**src/rtl/control_unit_if.sv**
```systemverilog
// control_unit_if -- groups the signals between the control unit and the
// datapath.
//   IR[2:0]        opcode field of the instruction register (bits 7..5)
//   Aeq0, Apos     datapath flags: A == 0, A > 0 (signed)
//   Enter          operator strobe that completes an IN instruction
//   IRload, JMPmux, PCload, Meminst, MemWr, Aload, Sub, Asel[1:0]
//                  datapath controls
//   Halt           high while the machine is halted
//   State[3:0]     current FSM state code, for debug
// Modports: master = control unit side, slave = datapath side.
interface control_unit_if;
  logic [2:0] IR;
  logic       Aeq0;
  logic       Apos;
  logic       Enter;
  logic       IRload;
  logic       JMPmux;
  logic       PCload;
  logic       Meminst;
  logic       MemWr;
  logic       Aload;
  logic       Sub;
  logic [1:0] Asel;
  logic       Halt;
  logic [3:0] State;

  modport master (
    input  IR, Aeq0, Apos, Enter,
    output IRload, JMPmux, PCload, Meminst, MemWr, Aload, Sub, Asel, Halt, State
  );

  modport slave (
    output IR, Aeq0, Apos, Enter,
    input  IRload, JMPmux, PCload, Meminst, MemWr, Aload, Sub, Asel, Halt, State
  );
endinterface

```
**src/rtl/control_unit.sv**
```systemverilog
// control_unit -- Moore FSM sequencing a simple accumulator CPU through
// fetch / decode / execute.
//   Clock   system clock, all state changes on the rising edge
//   Reset   synchronous active-high reset, forces START
//   bus     control_unit_if.master: opcode, flags and Enter in; datapath
//           controls, Halt and debug State out
// Every instruction takes FETCH + DECODE + one execute cycle, except IN
// (waits in INPUT for Enter) and HALT (held until Reset).
module control_unit (
  input  logic           Clock,
  input  logic           Reset,
  control_unit_if.master bus
);

  localparam logic [3:0] START  = 4'd0;
  localparam logic [3:0] FETCH  = 4'd1;
  localparam logic [3:0] DECODE = 4'd2;
  localparam logic [3:0] LOAD   = 4'd3;
  localparam logic [3:0] STORE  = 4'd4;
  localparam logic [3:0] ADD    = 4'd5;
  localparam logic [3:0] SUB    = 4'd6;
  localparam logic [3:0] INPUT  = 4'd7;
  localparam logic [3:0] JZ     = 4'd8;
  localparam logic [3:0] JPOS   = 4'd9;
  localparam logic [3:0] HALT   = 4'd10;

  localparam logic [1:0] ASEL_ALU = 2'b00;
  localparam logic [1:0] ASEL_IN  = 2'b01;
  localparam logic [1:0] ASEL_RAM = 2'b10;

  logic [3:0] state_q;
  logic [3:0] state_d;

  logic       ir_load;
  logic       jmp_mux;
  logic       pc_load;
  logic       mem_inst;
  logic       mem_wr;
  logic       a_load;
  logic       sub;
  logic [1:0] a_sel;
  logic       halt;

  // Next-state logic
  always_comb begin
    state_d = START;
    case (state_q)
      START:  state_d = FETCH;
      FETCH:  state_d = DECODE;
      DECODE: begin
        case (bus.IR)
          3'b000:  state_d = LOAD;
          3'b001:  state_d = STORE;
          3'b010:  state_d = ADD;
          3'b011:  state_d = SUB;
          3'b100:  state_d = INPUT;
          3'b101:  state_d = JZ;
          3'b110:  state_d = JPOS;
          default: state_d = HALT;
        endcase
      end
      LOAD, STORE, ADD, SUB, JZ, JPOS: state_d = FETCH;
      INPUT:   state_d = bus.Enter ? FETCH : INPUT;
      HALT:    state_d = HALT;
      // Codes 11..15 are unreachable in normal operation; recover via START.
      default: state_d = START;
    endcase
  end

  // State register
  always_ff @(posedge Clock) begin
    if (Reset) state_q <= START;
    else       state_q <= state_d;
  end

  // Output decode: everything from the state, except the conditional
  // PCload in JZ/JPOS which also looks at the datapath flag.
  always_comb begin
    ir_load  = 1'b0;
    jmp_mux  = 1'b0;
    pc_load  = 1'b0;
    mem_inst = 1'b0;
    mem_wr   = 1'b0;
    a_load   = 1'b0;
    sub      = 1'b0;
    a_sel    = ASEL_ALU;
    halt     = 1'b0;
    case (state_q)
      FETCH: begin
        ir_load = 1'b1;
        pc_load = 1'b1;
      end
      DECODE: mem_inst = 1'b1;
      LOAD: begin
        mem_inst = 1'b1;
        a_sel    = ASEL_RAM;
        a_load   = 1'b1;
      end
      STORE: begin
        mem_inst = 1'b1;
        mem_wr   = 1'b1;
      end
      ADD: begin
        mem_inst = 1'b1;
        a_load   = 1'b1;
      end
      SUB: begin
        mem_inst = 1'b1;
        a_load   = 1'b1;
        sub      = 1'b1;
      end
      INPUT: begin
        a_sel  = ASEL_IN;
        a_load = 1'b1;
      end
      JZ: begin
        jmp_mux = 1'b1;
        pc_load = bus.Aeq0;
      end
      JPOS: begin
        jmp_mux = 1'b1;
        pc_load = bus.Apos;
      end
      HALT: halt = 1'b1;
      default: ;
    endcase
  end

  assign bus.IRload  = ir_load;
  assign bus.JMPmux  = jmp_mux;
  assign bus.PCload  = pc_load;
  assign bus.Meminst = mem_inst;
  assign bus.MemWr   = mem_wr;
  assign bus.Aload   = a_load;
  assign bus.Sub     = sub;
  assign bus.Asel    = a_sel;
  assign bus.Halt    = halt;
  assign bus.State   = state_q;

endmodule

```
**src/flat_wrapper.sv**
```systemverilog
// flat-port wrapper written by rule: the top's interface ports become plain ports
module control_unit_flat 
  (Clock, Reset, bus_IR, bus_Aeq0, bus_Apos, bus_Enter, bus_IRload, bus_JMPmux, bus_PCload, bus_Meminst, bus_MemWr, bus_Aload, bus_Sub, bus_Asel, bus_Halt, bus_State);
  control_unit_if bus_i ();
  input  logic Clock;
  input  logic Reset;
  input wire logic [$bits(bus_i.IR)-1:0] bus_IR;
  input wire logic [$bits(bus_i.Aeq0)-1:0] bus_Aeq0;
  input wire logic [$bits(bus_i.Apos)-1:0] bus_Apos;
  input wire logic [$bits(bus_i.Enter)-1:0] bus_Enter;
  output wire logic [$bits(bus_i.IRload)-1:0] bus_IRload;
  output wire logic [$bits(bus_i.JMPmux)-1:0] bus_JMPmux;
  output wire logic [$bits(bus_i.PCload)-1:0] bus_PCload;
  output wire logic [$bits(bus_i.Meminst)-1:0] bus_Meminst;
  output wire logic [$bits(bus_i.MemWr)-1:0] bus_MemWr;
  output wire logic [$bits(bus_i.Aload)-1:0] bus_Aload;
  output wire logic [$bits(bus_i.Sub)-1:0] bus_Sub;
  output wire logic [$bits(bus_i.Asel)-1:0] bus_Asel;
  output wire logic [$bits(bus_i.Halt)-1:0] bus_Halt;
  output wire logic [$bits(bus_i.State)-1:0] bus_State;
  assign bus_i.IR = bus_IR;
  assign bus_i.Aeq0 = bus_Aeq0;
  assign bus_i.Apos = bus_Apos;
  assign bus_i.Enter = bus_Enter;
  assign bus_IRload = bus_i.IRload;
  assign bus_JMPmux = bus_i.JMPmux;
  assign bus_PCload = bus_i.PCload;
  assign bus_Meminst = bus_i.Meminst;
  assign bus_MemWr = bus_i.MemWr;
  assign bus_Aload = bus_i.Aload;
  assign bus_Sub = bus_i.Sub;
  assign bus_Asel = bus_i.Asel;
  assign bus_Halt = bus_i.Halt;
  assign bus_State = bus_i.State;
  control_unit u_core (.Clock(Clock), .Reset(Reset), .bus(bus_i));
endmodule
```
**config.mk**
```make
export PLATFORM = sky130hd
export DESIGN_NAME = control_unit_flat
export DESIGN_NICKNAME = d
export VERILOG_FILES = /design/src/rtl/control_unit_if.sv /design/src/rtl/control_unit.sv /design/src/flat_wrapper.sv
export SDC_FILE = /design/constraint.sdc
export NUM_CORES = 1
export LEC_CHECK = 0
export BUFFER_PORTS_ARGS = -buffer_cell sky130_fd_sc_hd__buf_2
export CORE_AREA = 2 2 39 41
export CTS_CLUSTER_DIAMETER = 50
export DETAILED_ROUTE_END_ITERATION = 7
export DIE_AREA = 0 0 41 43
export SYNTH_ARGS = -nofsm -noshare
export SYNTH_HDL_FRONTEND = slang
export SYNTH_SLANG_ARGS = --single-unit
```
**constraint.sdc**
```tcl
create_clock -name Clock -period 1.07 [get_ports Clock]
set_input_delay 0.0535 -clock Clock [delete_from_list [all_inputs] [get_ports Clock]]
set_output_delay 0.0535 -clock Clock [all_outputs]
set_load 0.03 [all_outputs]
```
==> results of run 1 <==
==> per-layer routing <==
layer | track usage | up-vias
li1 | - | 305
met1 | 0.2630 | 281
met2 | 0.3813 | 21
met3 | 0.06806 | 7
met4 | 0.1267 | 0
met5 | 0 | -
==> worst min-delay path by stage <==
| stage | start | endpoint | slack [ns] | cells after the start |
|---|---|---|---|---|
| floorplan | Reset | u_core.bus.State[0] | 0.12 | 1 |
| global placement | Reset | u_core.bus.State[0] | 0.24 | 2 |
| detailed placement | Reset | u_core.bus.State[0] | 0.25 | 2 |
| finish | bus_Enter | u_core.bus.State[2] | 0.14 | 3 |
| CTS | bus_Enter | u_core.bus.State[2] | 0.15 | 3 |
| global route | bus_Enter | u_core.bus.State[2] | 0.17 | 3 |
==> per-stage QoR <==
stage / power [mW] / util
finish: 1.013 / 0.7839
global route: 1.053 / 0.7839
CTS: 0.9587 / 0.7369
detailed placement: 0.5827 / 0.5380
global placement: 0.5823 / 0.5380
floorplan: 0.4453 / -
==> final cells by class <==
cell class,instances,share of cell area
tap,16,0.01845
clock buffer,3,0.02076
timing repair buffer,50,0.4256
sequential,4,0.08766
inverter,5,0.01730
multi-input combinational,44,0.4302
==> cell usage after synthesis <==
cell and number:
nor3_2 1, and3_1 1, o21a_1 3, or3_1 1, a211oi_1 1, nor2_1 4, nand3b_1 2, inv_1 5
a221oi_1 1, nor3_1 4, or2_1 1, o32ai_1 1, o21ai_1 2, buf_2 4, dfxtp_1 4, nor4_1 1
nand3_1 1, nand2_1 2, a21o_1 1, ha_1 4, nand2b_1 5, or4b_4 1, a21oi_1 4, nor2b_1 1
o21ai_0 1, a221oi_2 1
==> cell families after synthesis <==
| group | after synthesis | synth area share |
|---|---|---|
| flip-flops | 4 | 0.1894 |
| AO/OA/AOI/OAI | 15 | 0.2485 |
| AND/OR/NAND/NOR | 25 | 0.3521 |
| buffers and inverters | 9 | 0.09172 |
| adder cells (fa/ha/maj) | 4 | 0.1183 |
==> tightest hold or removal path: stages <==
cell    delay (ns)
buf_2         0.09
nor3_1        0.05
o21a_1        0.17
==> power breakdown <==
group          total [mW]  internal (mW)  leakage, nW  switching [mW]
Sequential          0.179          0.163       0.0356          0.0162
Clock               0.210          0.127       0.0138          0.0829
Combinational       0.624          0.316        0.423           0.308
==> layout by cell type, fill, tap and decap left out, drive strengths merged, types with 2 or more instances in the layout <==
cell type	synthesis	layout
buf	4	49
inv	5	5
nor3	5	5
nand2b	5	5
nor2	4	4
ha	4	4
dfxtp	4	4
a21oi	4	4
o21a	3	3
clkbuf	0	3
o21ai	3	3
nand2	2	2
nand3b	2	2
a221oi	2	2
==> repair_timing <==
action | CTS | global route
hold buffers | 1 | 0
setup endpoints to repair | 14 | 15
pin swaps | 6 | 5
resized for setup | 41 | 10
buffers inserted | 8 | 4
hold endpoints to repair | 1 | 0
gates cloned | 2 | 0
==> qor.yml, run 1 <==
clkTransAtPathRegs_ns: 0.03
yosysUniqueCellTypes: 26
multi_input_area_um2: 466.7
drtAntennaViolNets: 0
cts_made_buffers: 3
cpMaxStageDelayCell: "dfxtp_4"
syn-instance-count: 57
syn-cell-area_um2: 422.9
h-tree-depth: 1
fmax_mhz: 738.4
setup.worst_path.end: "bus_Meminst"
vias_per_cell: 5.033
drc: 0
critical_path_depth: 4
status: "finished with violations"
violations: "negative setup slack"
endpoint_kind: "primary output"
path_buf_inv: 2
worstPathMaxFanout: 5
setup_violations: 14
cts_root_buffer: "clkbuf_4"
grt_antenna_before_repair: 0
yosys_warnings: 0
hold_class: "in2reg"
die_y_um: 43
wire_per_inst_um: 15.59
m1WireLength_um: 738
slowest_delay_ns: 0.34
fp-row-count: 14
critPathArrivalTime_ns: 1.30
num_io_pins: 22
die-area_um2: 1763
ys_ff_latch: 4
largest_reg_flops: 4
initial_core_util: 0.3056
syn_avg_cell_area_um2: 7.419
dpl_worst_slack_ns: -0.1716
reg2reg_depth: 4
stdcell_count: 122
place_area_um2: 744.5
dr.pass1.iters: 3
grt_max_degree: 6
area_delta_synth_final_pct: 156.5
final.min_clock_period_ns: 1.354
finalHoldViolations: 0
grtUsageTotal: 0.2367
yosys.area.top_type: "dfxtp_1"
overflow: 0
ff2ff_setup_slack_ns: -0.27
path_delay_family: "simple AND/OR/NAND/NOR gates"
rsz0062_at_grt: "true"
synth_area_leaders: "dfxtp_1 (19%), ha_1 (12%), nand2b_1 (7.4%)"
power_density_nw_per_um2: 933.4
totalWireLength_mm: 1.902
cellLeakagePower_nw: 0.4724
cts.sinks: 4
core_area_um2: 1384
fillers: 90
wl_met2_um: 998
tritoncts: "done"
drv_cap: 0
setup_ws_ns: -0.2844
nets: 120
wl_met3_um: 101
ys_seq_area_frac: 0.1893
grt_pass1_wl_mm: 2.663
syn-num-nets: 69
finish.instance_area_um2: 1085
worstPathRequired_ns: 1.02
cts_buffer_depth: 2
clock_latency_ns: 0.26
seq_area_um2: 95.09
path_class: "reg2out"
tns_ns: -2.749
top_layer_used: "met4"
crit_path_start_kind: "register"
peakVddDrop_mv: 0.5577
tightestPinTransition_ns: 0.5554
r2r-start: "u_core.bus.State[1]"
layout-drive-gt1-share: 0.7453
place_inst: 105
max_slew_margin: 0.6263
hold_slack_ns: 0.1406
yosysTopAreaCellShare: 0.1893
grt_pass1_vias: 590
io_buffers: 21
r2r-end: "u_core.bus.State[3]"
via_count: 614
post-route-period-util: 1.266
cp_cell_sequence: "buf_12 -> or2_4 -> and3_4 -> buf_6"
antenna_cells: 0
die_x_um: 41
slew_violations: 0
worstSetupStartpoint: "u_core.bus.State[1]"
drt_iter0_drc: 2
gp_congestion: 0.7426
skew_ns: 0.008819
hpwl_um: 939.4
Power figures use the tool's default switching activity.
==> run 2: changes to the inputs <==
- RECOVER_POWER: unset -> 100
==> qor.yml, run 2 (synthesized netlist as in run 1, its figures left out) <==
h-tree-depth: 1  # unchanged
mostFrequentLayoutCell: "buf_6"
clkTransAtPathRegs_ns: 0.03  # about the same
layout-drive-gt1-share: 0.7453  # unchanged
power_density_nw_per_um2: 932.8  # about the same
drt_iter0_drc: 2  # unchanged
cts_buffer_depth: 2  # unchanged
finalHoldViolations: 0  # unchanged
setup_violations: 14  # unchanged
grt_pass1_vias: 590  # unchanged
p_clk_frac: 0.207  # about the same
initial_core_util: 0.3056  # unchanged
setup_ws_ns: -0.2854  # -0.001003 ns
final.min_clock_period_ns: 1.355  # +0.001003 ns
worstPathMaxFanout: 5  # unchanged
tritoncts: "done"
via_count: 612  # -0.33%
place_area_um2: 744.5  # unchanged
largest_reg_flops: 4  # unchanged
die_x_um: 41  # unchanged
internal_power_uw: 605.4  # about the same
multi_input_area_um2: 466.7  # unchanged
grt_max_degree: 6  # unchanged
rsz0062_at_grt: "true"
p_comb_frac: 0.616  # about the same
violations: "negative setup slack"
grt_pass1_wl_mm: 2.663  # unchanged
path_class: "reg2out"
drtAntennaViolNets: 0  # unchanged
io_buffers: 21  # unchanged
place_inst: 105  # unchanged
antenna_cells: 0  # unchanged
num_io_pins: 22  # unchanged
stdcell_count: 122  # unchanged
slew_violations: 0  # unchanged
fillers: 90  # unchanged
cts_root_buffer: "clkbuf_4"
drv_cap: 0  # unchanged
crit_path_start_kind: "register"
max_slew_margin: 0.6271  # +0.0007680
finish.instance_area_um2: 1085  # unchanged
p_sw_uw: 406.5  # -0.13%
endpoint_kind: "primary output"
cts.sinks: 4  # unchanged
overflow: 0  # unchanged
grt_antenna_before_repair: 0  # unchanged
power_mw: 1.012  # about the same
critPathArrivalTime_ns: 1.30  # about the same
cts_made_buffers: 3  # unchanged
cellLeakagePower_nw: 0.4706  # -0.38%
status: "finished with violations"
seqPwrFrac: 0.177  # about the same
hold_class: "in2reg"
vias_per_cell: 5.016  # -0.33%
gp_congestion: 0.7426  # unchanged
tns_ns: -2.731  # +0.01845 ns
die_y_um: 43  # unchanged
worstPathRequired_ns: 1.02  # about the same
grtUsageTotal: 0.2367  # unchanged
hpwl_um: 939.4  # unchanged
skew_ns: 0.009451  # +0.0006322 ns
p_sw_frac: 0.4017  # about the same
nets: 120  # unchanged
post-route-period-util: 1.267  # about the same
seq_area_um2: 95.09  # unchanged
fmax_mhz: 737.8  # about the same
dr.pass1.iters: 2  # -1
wire_per_inst_um: 15.56  # -0.21%
fp-row-count: 14  # unchanged
tightestPinTransition_ns: 0.5543  # -0.001142 ns
die-area_um2: 1763  # unchanged
peakVddDrop_mv: 0.5550  # -0.48%
clock_latency_ns: 0.26  # about the same
totalWireLength_mm: 1.898  # -0.21%
layout_common_cells: "buf_6 (19), buf_4 (16), buf_2 (9)"
area_delta_synth_final_pct: 156.5  # unchanged
drc: 0  # unchanged
core_area_um2: 1384  # unchanged
-- run 2: timing repair --
item | CTS | global route
pin swaps | 6 | 5
endpoints found under the setup margin | 14 | 15
hold endpoints to repair | 1 | 0
hold buffers | 1 | 0
cloned | 2 | 0
gates resized for setup | 41 | 10
buffers inserted | 8 | 4
-- run 2: final timing paths --
check | start | endpoint | slack [ns] | cells after the start
worst max-delay path | u_core.bus.State[1] | bus_Meminst | -0.29 | 4
worst min-delay path | bus_Enter | u_core.bus.State[2] | 0.14 | 3
worst max register to register | u_core.bus.State[1] | u_core.bus.State[3] | -0.27 | 4
worst min register to register | u_core.bus.State[3] | u_core.bus.State[0] | 0.61 | 2
-- run 2: layout make-up --
class | count | share of cell area
Sequential cell | 4 | 0.08766
Tap cell | 16 | 0.01845
Clock buffer | 3 | 0.02076
Inverter | 5 | 0.01730
Multi-Input combinational cell | 44 | 0.4302
Timing Repair Buffer | 50 | 0.4256
-- run 2: per-stage QoR --
step	setup slack, ns	hold slack [ns]	utilization
floorplan	-0.1911	0.1224	-
global placement	-0.1502	0.2431	0.5380
detailed placement	-0.1716	0.2461	0.5380
CTS	-0.2660	0.1471	0.7369
global route	-0.3210	0.1721	0.7839
finish	-0.2854	0.1418	0.7839
-- run 2: worst max-delay path, cell delays in order (launching register included) --
cell and delay [ns]:
dfxtp_4 0.34, buf_12 0.12, or2_4 0.27, and3_4 0.18, buf_6 0.13
-- run 2: routing by layer --
layer  part of all wire  global-route usage  vias up
met5                  0                   0        -
met4              0.033              0.1267        0
met3              0.054             0.06806        7
met2               0.52              0.3813       21
met1               0.39              0.2630      281
li1                   -                   -      303
-- run 2: power by group through the flow --
| stage | sequential (mW) | combinational, mW | clock (mW) |
|---|---|---|---|
| after floorplan | 0.201 | 0.244 | 0 |
| after global placement | 0.175 | 0.407 | 0 |
| after detailed placement | 0.175 | 0.407 | 0 |
| after CTS | 0.178 | 0.577 | 0.204 |
| after global routing | 0.180 | 0.658 | 0.216 |
| final | 0.179 | 0.624 | 0.209 |
